## config.mk

```make
export PLATFORM = sky130hd
export DESIGN_NAME = axicb_mst_switch_wr_nm
export DESIGN_NICKNAME = d
export VERILOG_FILES = /design/src/rtl/axicb_mst_switch_wr_nm.sv
export SDC_FILE = /design/constraint.sdc
export NUM_CORES = 1
export LEC_CHECK = 0
export CAP_MARGIN = 25
export CORE_ASPECT_RATIO = 1.4
export CORE_MARGIN = 3
export CORE_UTILIZATION = 39
export CTS_CLUSTER_SIZE = 14
export DETAILED_ROUTE_END_ITERATION = 16
export DONT_BUFFER_PORTS = 1
export PLACE_DENSITY = 0.51
export SYNTH_ARGS = -nofsm -noshare
export SYNTH_HDL_FRONTEND = slang
export SYNTH_SLANG_ARGS = --single-unit
```

## constraint.sdc

```tcl
create_clock -name aclk -period 15.24 [get_ports aclk]
set_input_delay 3.048 -clock aclk [delete_from_list [all_inputs] [get_ports aclk]]
set_output_delay 3.048 -clock aclk [all_outputs]
set_load 0.03 [all_outputs]
```

## src/rtl/axicb_mst_switch_wr_nm.sv

```systemverilog
// Write-path master switch: N masters onto one slave port. AW arbitration is
// 4-level static priority with round-robin ties; W follows AW grant order.
module axicb_mst_switch_wr_nm #(
  parameter int                         AXI_ID_W     = 8,
  parameter int                         MST_NB       = 4,
  parameter logic [MST_NB*AXI_ID_W-1:0] MST_ID_MASK  = '0,
  parameter logic [AXI_ID_W-1:0]        MST_ID_SEL   = 'hF0,
  parameter logic [MST_NB*2-1:0]        MST_PRIORITY = '0,
  parameter int                         ORDER_DEPTH  = 4,
  parameter int                         AWCH_W       = 8,
  parameter int                         WCH_W        = 8,
  parameter int                         BCH_W        = 8
) (
  input  logic                     aclk,
  input  logic                     aresetn,
  input  logic [MST_NB-1:0]        i_awvalid,
  output logic [MST_NB-1:0]        i_awready,
  input  logic [MST_NB*AWCH_W-1:0] i_awch,
  input  logic [MST_NB-1:0]        i_wvalid,
  output logic [MST_NB-1:0]        i_wready,
  input  logic [MST_NB-1:0]        i_wlast,
  input  logic [MST_NB*WCH_W-1:0]  i_wch,
  output logic [MST_NB-1:0]        i_bvalid,
  input  logic [MST_NB-1:0]        i_bready,
  output logic [BCH_W-1:0]         i_bch,
  output logic                     o_awvalid,
  input  logic                     o_awready,
  output logic [AWCH_W-1:0]        o_awch,
  output logic                     o_wvalid,
  input  logic                     o_wready,
  output logic                     o_wlast,
  output logic [WCH_W-1:0]         o_wch,
  input  logic                     o_bvalid,
  output logic                     o_bready,
  input  logic [BCH_W-1:0]         o_bch,
  output logic                     o_bid_miss
);

  localparam int                IDX_W = $clog2(MST_NB);
  localparam int                PTR_W = $clog2(ORDER_DEPTH);
  localparam logic [IDX_W-1:0]  LAST  = IDX_W'(MST_NB - 1);

  typedef enum logic {ARB, HOLD} state_t;

  state_t           r_state;
  logic [IDX_W-1:0] r_hold_idx;
  logic [IDX_W-1:0] r_rr_ptr;
  logic [IDX_W-1:0] r_fifo [ORDER_DEPTH];
  logic [PTR_W:0]   r_wptr;
  logic [PTR_W:0]   r_rptr;
  logic             r_bid_miss;

  logic [IDX_W-1:0] w_arb_idx;
  logic [IDX_W-1:0] w_gnt;
  logic [IDX_W-1:0] w_head;
  logic [IDX_W-1:0] w_bidx;
  logic [1:0]       w_lvl;
  logic [1:0]       w_best_lvl;
  logic             w_any;
  logic             w_full;
  logic             w_empty;
  logic             w_aw_hs;
  logic             w_pop;
  logic             w_bhit;
  int               w_dist;
  int               w_best_dist;

  // Highest priority level wins; within a level, smallest distance from rr_ptr.
  always_comb begin
    w_arb_idx   = '0;
    w_any       = 1'b0;
    w_lvl       = 2'd0;
    w_best_lvl  = 2'd0;
    w_dist      = 0;
    w_best_dist = 0;
    for (int i = 0; i < MST_NB; i++) begin
      if (i_awvalid[i]) begin
        w_lvl  = MST_PRIORITY[2*i +: 2];
        w_dist = (i >= int'(r_rr_ptr)) ? i - int'(r_rr_ptr) : i + MST_NB - int'(r_rr_ptr);
        if (!w_any || w_lvl > w_best_lvl || (w_lvl == w_best_lvl && w_dist < w_best_dist)) begin
          w_any       = 1'b1;
          w_best_lvl  = w_lvl;
          w_best_dist = w_dist;
          w_arb_idx   = IDX_W'(i);
        end
      end
    end
  end

  assign w_full  = (r_wptr[PTR_W] != r_rptr[PTR_W]) && (r_wptr[PTR_W-1:0] == r_rptr[PTR_W-1:0]);
  assign w_empty = (r_wptr == r_rptr);
  assign w_gnt   = (r_state == HOLD) ? r_hold_idx : w_arb_idx;

  assign o_awvalid = ((r_state == HOLD) ? i_awvalid[r_hold_idx] : w_any) & ~w_full;
  assign o_awch    = i_awch[w_gnt*AWCH_W +: AWCH_W];
  assign w_aw_hs   = o_awvalid & o_awready;

  always_comb begin
    i_awready        = '0;
    i_awready[w_gnt] = o_awready & ~w_full & i_awvalid[w_gnt];
  end

  assign w_head   = r_fifo[r_rptr[PTR_W-1:0]];
  assign o_wvalid = ~w_empty & i_wvalid[w_head];
  assign o_wch    = i_wch[w_head*WCH_W +: WCH_W];
  assign o_wlast  = i_wlast[w_head];
  assign w_pop    = o_wvalid & o_wready & o_wlast;

  always_comb begin
    i_wready         = '0;
    i_wready[w_head] = ~w_empty & o_wready;
  end

  // Descending scan so the lowest matching master is the one left standing.
  always_comb begin
    w_bhit = 1'b0;
    w_bidx = '0;
    for (int i = MST_NB - 1; i >= 0; i--) begin
      if ((o_bch[AXI_ID_W-1:0] & MST_ID_SEL) == (MST_ID_MASK[i*AXI_ID_W +: AXI_ID_W] & MST_ID_SEL)) begin
        w_bhit = 1'b1;
        w_bidx = IDX_W'(i);
      end
    end
  end

  always_comb begin
    i_bvalid         = '0;
    i_bvalid[w_bidx] = o_bvalid & w_bhit;
  end

  assign o_bready   = w_bhit ? i_bready[w_bidx] : 1'b1;
  assign i_bch      = o_bch;
  assign o_bid_miss = r_bid_miss;

  always_ff @(posedge aclk or negedge aresetn) begin
    if (!aresetn) begin
      r_state    <= ARB;
      r_hold_idx <= '0;
      r_rr_ptr   <= '0;
      r_wptr     <= '0;
      r_rptr     <= '0;
      r_bid_miss <= 1'b0;
    end else begin
      r_bid_miss <= o_bvalid & ~w_bhit;
      case (r_state)
        ARB:  if (o_awvalid && !o_awready) begin
                r_state    <= HOLD;
                r_hold_idx <= w_arb_idx;
              end
        HOLD: if (w_aw_hs) r_state <= ARB;
        default: r_state <= ARB;
      endcase
      if (w_aw_hs) begin
        r_rr_ptr <= (w_gnt == LAST) ? '0 : w_gnt + 1'b1;
        r_wptr   <= r_wptr + 1'b1;
      end
      if (w_pop) r_rptr <= r_rptr + 1'b1;
    end
  end

  // Order storage needs no reset: the pointers define which entries are live.
  always_ff @(posedge aclk) begin
    if (w_aw_hs) r_fifo[r_wptr[PTR_W-1:0]] <= w_gnt;
  end

endmodule
```

# --- Yosys cells after proc, flatten, opt, wreduce, memory -nomap -nowiden ---
# Memories as Yosys holds them, arrays and structs flattened.
# Cells that the tools add are included.
classes:
  addsub: 10
  order_cmp: 11
  eq_ne: 4
  reduce_logical: 13
  bitwise: 16
  shift: 2
  muxes: 43
ops:
  columns: ["cell", "n"]
  rows:
  - ["32-bit 2-to-1 mux", 8]
  - ["32-bit < comparator", 2]
  - ["32-bit by 6-bit indexed part select with 8-bit output", 2]
  - ["3-bit by 32-bit < comparator with 1-bit output", 1]
  - ["1-bit 2-to-1 mux", 21]
  - ["2-bit 2-to-1 mux", 7]
  - ["3-bit by 2-bit subtractor with 4-bit output, first input constant", 3]
  - ["1-bit bitwise AND", 10]
  - ["2-bit by 3-bit < comparator with 1-bit output, second input constant", 3]
  - ["4-bit bitwise AND", 2]
  - ["1-bit binary-select mux with 2-bit select", 4]
  - ["8-bit zero test", 1]
  - ["3-bit by 1-bit adder with 3-bit output, second input constant", 2]
  - ["1-bit by 2-bit subtractor with 3-bit output, first input constant", 2]
  - ["2-bit by 2-bit subtractor with 3-bit output, first input constant", 2]
  - ["1-bit demux with 2-bit select", 2]
  - ["1-bit by 2-bit greater-or-equal comparator with 1-bit output, first input constant", 2]
  - ["2-bit by 1-bit greater-or-equal comparator with 1-bit output, second input constant", 2]
  - ["1-bit logical AND", 4]
  - ["1-bit zero test", 4]
  - ["1-bit inverter", 4]
  - ["3-bit == test", 1]
  - ["1-bit logical OR", 3]
  - ["2-bit by 1-bit adder with 2-bit output, second input constant", 1]
  - ["other kinds (6)", 6]
totals:
  reg_bits: 12
  memories: 1
  out_inout_bits: 41
  word_cells: 106
  ram_bits: 8
  in_bits: 93
memory_table:
  columns: ["name", "words", "width", "read_ports", "rd_clocked_by_memory_dff", "wr", "line", "source"]
  rows:
  - ["r_fifo", 4, 2, 1, 0, 1, "48", "logic [IDX_W-1:0] r_fifo [ORDER_DEPTH];"]

# --- Depth between registers and ports, before layout ---
depth:
  depth_word: 21
  ltp_mapped: 22
  ltp_nobuf: 21

# --- Worst setup path after synthesis ---
# No wires, ideal clock.
synth_path:
  path_kind: "in2out"
  startpoint: "input port i_awvalid[0]"
  endpoint: "output port o_awch[0]"
  n_path_buf: 1
  slack_ns: 5.387
  arrival_ns: 6.805
  required_ns: 12.192
  stages: 18
  path_cell_list: "inv_1 -> a221oi_1 -> and2b_1 -> nor3_1 -> a21oi_1 -> ha_1 -> a2111oi_4 -> a21o_1 -> nor2_1 -> a21oi_1 -> ha_1 -> nand2b_1 -> nor4b_1 -> a21boi_2 -> o2bb2ai_2 -> a31oi_2 -> buf_6 -> mux4_2"
synth_via:
  elab_chain_len: 15
  word_cells_on_any_way: 27
  cone_classes: "order compare: 3; shift: 1; mux: 17; reduce/logical: 6"
synth_rtl:
  columns: ["item", "line", "source"]
  rows:
  - ["from (decl)", "16", "input logic [MST_NB-1:0] i_awvalid,"]
  - ["32-bit 2-to-1 mux / 1-bit 2-to-1 mux (equally long branches)", "77", "if (i_awvalid[i]) begin"]
  - ["32-bit < comparator / 1-bit zero test (equally long branches)", "80", "if (!w_any || w_lvl > w_best_lvl || (w_lvl == w_best_lvl && w_dist < w_best_dist)) begin"]
  - ["1-bit logical OR", "80", null]
  - ["32-bit 2-to-1 mux / 1-bit 2-to-1 mux (equally long branches)", "80", null]
  - ["32-bit 2-to-1 mux / 1-bit 2-to-1 mux (equally long branches)", "77", null]
  - ["32-bit < comparator / 1-bit zero test (equally long branches)", "80", null]
  - ["1-bit logical OR", "80", null]
  - ["32-bit 2-to-1 mux / 1-bit 2-to-1 mux (equally long branches)", "80", null]
  - ["32-bit 2-to-1 mux / 1-bit 2-to-1 mux (equally long branches)", "77", null]
  - ["3-bit by 32-bit < comparator with 1-bit output / 1-bit zero test (equally long branches)", "80", null]
  - ["1-bit logical OR", "80", null]
  - ["2-bit 2-to-1 mux", "80", null]
  - ["2-bit 2-to-1 mux *", "77", null]
  - ["2-bit 2-to-1 mux *", "92", "assign w_gnt = (r_state == HOLD) ? r_hold_idx : w_arb_idx;"]
  - ["named net w_gnt[0]", "54", "logic [IDX_W-1:0] w_gnt;"]
  - ["32-bit by 6-bit indexed part select with 8-bit output *", "95", "assign o_awch = i_awch[w_gnt*AWCH_W +: AWCH_W];"]
  - ["to (decl)", "28", "output logic [AWCH_W-1:0] o_awch,"]
# Mark *: on every way through the listed nets, which the timed path passes. The rest lies on a longest branch.

# --- Worst setup path in the final report ---
layout_path:
  startpoint: "input port i_awvalid[0]"
  endpoint: "output port o_awch[2]"
layout_via:
  elab_chain_len: 15
  word_cells_on_any_way: 27
  cone_classes: "order compare: 3; shift: 1; mux: 17; reduce/logical: 6"
layout_rtl:
  columns: ["item", "line"]
  rows:
  - ["32-bit 2-to-1 mux / 1-bit 2-to-1 mux (equally long branches)", "77"]
  - ["32-bit < comparator / 1-bit zero test (equally long branches)", "80"]
  - ["1-bit logical OR", "80"]
  - ["32-bit 2-to-1 mux / 1-bit 2-to-1 mux (equally long branches)", "80"]
  - ["32-bit 2-to-1 mux / 1-bit 2-to-1 mux (equally long branches)", "77"]
  - ["32-bit < comparator / 1-bit zero test (equally long branches)", "80"]
  - ["1-bit logical OR", "80"]
  - ["32-bit 2-to-1 mux / 1-bit 2-to-1 mux (equally long branches)", "80"]
  - ["32-bit 2-to-1 mux / 1-bit 2-to-1 mux (equally long branches)", "77"]
  - ["3-bit by 32-bit < comparator with 1-bit output / 1-bit zero test (equally long branches)", "80"]
  - ["1-bit logical OR", "80"]
  - ["2-bit 2-to-1 mux", "80"]
  - ["2-bit 2-to-1 mux *", "77"]
  - ["2-bit 2-to-1 mux *", "92"]
  - ["32-bit by 6-bit indexed part select with 8-bit output *", "95"]
# Mark *: on every way between the ends. The rest lies on a longest branch, timed or not.

==> flow_metrics.py <==
metrics = {
    "die": {
        "die_w_um": 67.7,
        "core-area_um2": 4990,
        "dieArea_um2": 6250,
        "placementRows": 30,
        "die_y_um": 92.4,
        "pin_count": 134,
        "start_util_pct": 41.6,
    },
    "drt": {
        "drtIter0Drc": 48,
        "ant_nets": 0,
        "vias": 1468,
        "firstDrtPassIters": 4,
        "drc_errors": 0,
        "wl_per_cell_um": 19.7,
        "avgViaCountPerCell": 6.12,
        "routed_wirelength_mm": 4.72,
    },
    "clock_network": {
        "cts_made_buffers": 3,
        "clock_sinks": 20,
        "cts_root_buf": "clkbuf_8",
        "clkLatencyLatePin_ns": 0.26,
        "postCtsSetupRepairBufs": 0,
        "htree_levels": 1,
        "clkTransAtPathRegs_ns": 0.08,
        "postCtsResizedCells": 0,
        "clk_path_buf_depth": 2,
        "hold_buffers": 0,
        "cts_tree": "done",
    },
    "critical_path": {
        "crit_family": "compound AO/OA/AOI/OAI gates",
        "worstPathArrival_ns": 7.73,
        "cp.buffers_inverters": 2,
        "cp_cell_sequence": "inv_1 > a221oi_1 > and2b_1 > nor3_1 > a21oi_1 > ha_1 > a2111oi_4 > a21o_1 > nor2_1 > a21oi_1 > ha_1 > nand2b_1 > nor4b_1 > a21boi_2 > o2bb2ai_2 > a31oi_2 > buf_6 > mux4_1",
        "worstSetupPathType": "input port to primary output",
        "cp_slowest_stage_delay_ns": 0.77,
        "crit_path_end_kind": "primary output",
        "startpoint_type": "input port",
        "worst_path_max_delay_cell": "mux4_1",
        "crit_fanout": 10,
        "required_ns": 12.19,
    },
    "power_and_ir_drop": {
        "power.leakage_nw": 0.829,
        "vdd_drop_max_uv": 127,
        "p_per_area_nw_per_um2": 328,
        "power_w": 0.000694,
    },
    "timing": {
        "final.setup_skew_ns": 0.00559,
        "setup_viol": 0,
        "final_hold_viol_count": 0,
        "drv_slew": 0,
        "final.setup.tns_ns": 0,
        "period_needed_ns": 10.77,
        "rsz0062_at_grt": "false",
        "tightestPinTransition_ns": 0.974,
        "max_freq_mhz": 92.8,
        "fin_crit_sh_pct": 70.7,
        "hold_ws_ns": 0.500,
        "slew_headroom_pct": 34.9,
    },
    "yosys": {
        "netlist_area_um2": 2080,
        "yosysUniqueCellTypes": 48,
        "synth_area_per_cell_um2": 11.0,
        "synth-seq-area-share_pct": 26.0,
        "synth-seq-cells": 20,
        "synth_warnings": 0,
        "synthArstFlopShare_pct": 60.0,
        "syn_inst": 189,
        "synth_edf_count": 8,
        "synth_ff_type": "dfrtp_1",
    },
    "finish": {
        "insertedDiodeCount": 0,
        "drive_gt1_share_pct": 19.3,
        "final_cell_mix": "19 x mux4_2, 15 x ha_1, 12 x dfrtp_1",
        "finalInstanceArea_um2": 2110,
        "fin_cells": 240,
        "design.final.nets": 285,
        "final_common_cell": "mux4_2",
        "area.growth.synth_to_final_pct": 1.69,
    },
    "place": {
        "place_inst": 235,
        "placed_area_um2": 2030,
        "dp_hpwl_mm": 4.03,
        "numPortBuffers": 0,
        "place_congestion": 0.964,
    },
    "global_route": {
        "grt.total_usage_pct": 14.0,
        "antenna_found_initial": 0,
        "grt_max_degree": 17,
        "grt_pass1_vias": 1534,
        "grt_overflow": 0,
        "grt_pass1_wl_mm": 6.87,
    },
    "outcome": {
        "status": "completed",
    },
    "job": {
        "max-cap-violations": 0,
    },
    "hold_path": {
        "min_path_type": "flip-flop to flip-flop",
    },
}
-- metrics by stage --
| step | util [%] | setup WS (ns) |
|---|---|---|
| global placement | 40.7 | 4.32 |
| global route | 42.3 | 4.07 |
| CTS | 42.1 | 4.16 |
| detailed placement | 40.7 | 4.18 |
| finish | 42.3 | 4.47 |
| floorplan | - | 5.39 |
-- report_power, final --
part           leakage [nW]  internal (W)  total [W]  switching (W)
Sequential            0.215     0.0000883   0.000115      0.0000268
Clock                0.0357     0.0000350  0.0000528      0.0000178
Combinational         0.578      0.000198   0.000526       0.000328
Total                 0.829      0.000322   0.000694       0.000372
-- per-layer routing --
| metal | part of all wire, % | up-vias | GRT usage, % |
|---|---|---|---|
| li1 | - | 667 | - |
| met1 | 37 | 705 | 15.8 |
| met2 | 52 | 88 | 25.9 |
| met3 | 10 | 8 | 2.43 |
| met4 | 1.5 | 0 | 3.89 |
| met5 | 0 | - | 0 |
-- cells in the mapped netlist (3+ instances only) --
master    number  area, um2
a21o_1         4       30.0
a21oi_1        5       25.0
a32oi_1        3       26.3
and2_1        11       68.8
buf_4         11       82.6
clkbuf_1       3       11.3
dfrtp_1       12        300
edfxtp_1       8        240
ha_1          15        188
inv_1         11       41.3
mux4_2        19        428
nand2_1        9       33.8
nand2b_1       4       25.0
nand3_1        4       20.0
nor2_1        11       41.3
nor3_1         6       30.0
o21ai_0        6       30.0
xnor2_1        7       61.3
-- registers in the layout (all words and copies together) (netlist names), named ones only --
name	cells
r_rr_ptr	2
o_bid_miss	1
r_hold_idx	2
r_rptr	3
r_fifo	8
r_wptr	3
-- cells by family (layout without fill, tap and decap cells) --
kind of cell,Yosys count,count (layout),share of synthesized area [%]
buffers and inverters,31,16,8.49
adder cells (fa/ha/maj),15,15,9.03
XOR/XNOR,7,7,2.95
flip-flops,20,20,26.0
AO/OA/AOI/OAI,31,31,11.9
AND/OR/NAND/NOR,57,57,14.8
multiplexers,27,27,26.6
other,1,3,0.180
-- worst paths after layout --
check                              endpoint  cells after the start         start  slack (ns)
worst max-delay path              o_awch[2]                     18  i_awvalid[0]        4.47
worst min-delay path              r_wptr[2]                      1     r_wptr[2]        0.50
worst max register to register  r_rr_ptr[1]                     22   r_rr_ptr[0]        9.67
worst min register to register    r_wptr[2]                      1     r_wptr[2]        0.50
max in group asynchronous       r_rr_ptr[0]                      0       aresetn       12.69
min in group asynchronous        o_bid_miss                      0       aresetn        2.47
-- area by class of cell --
cell class / instances / area, um2
Fill cell: 493 / 2880
Multi-Input combinational cell: 140 / 1370
Sequential cell: 20 / 541
Tap cell: 64 / 80.1
Clock buffer: 3 / 41.3
Inverter: 11 / 41.3
Clock inverter: 1 / 30.0
Timing Repair Buffer: 1 / 11.3
Note: power is estimated with default switching activity, not from simulation.
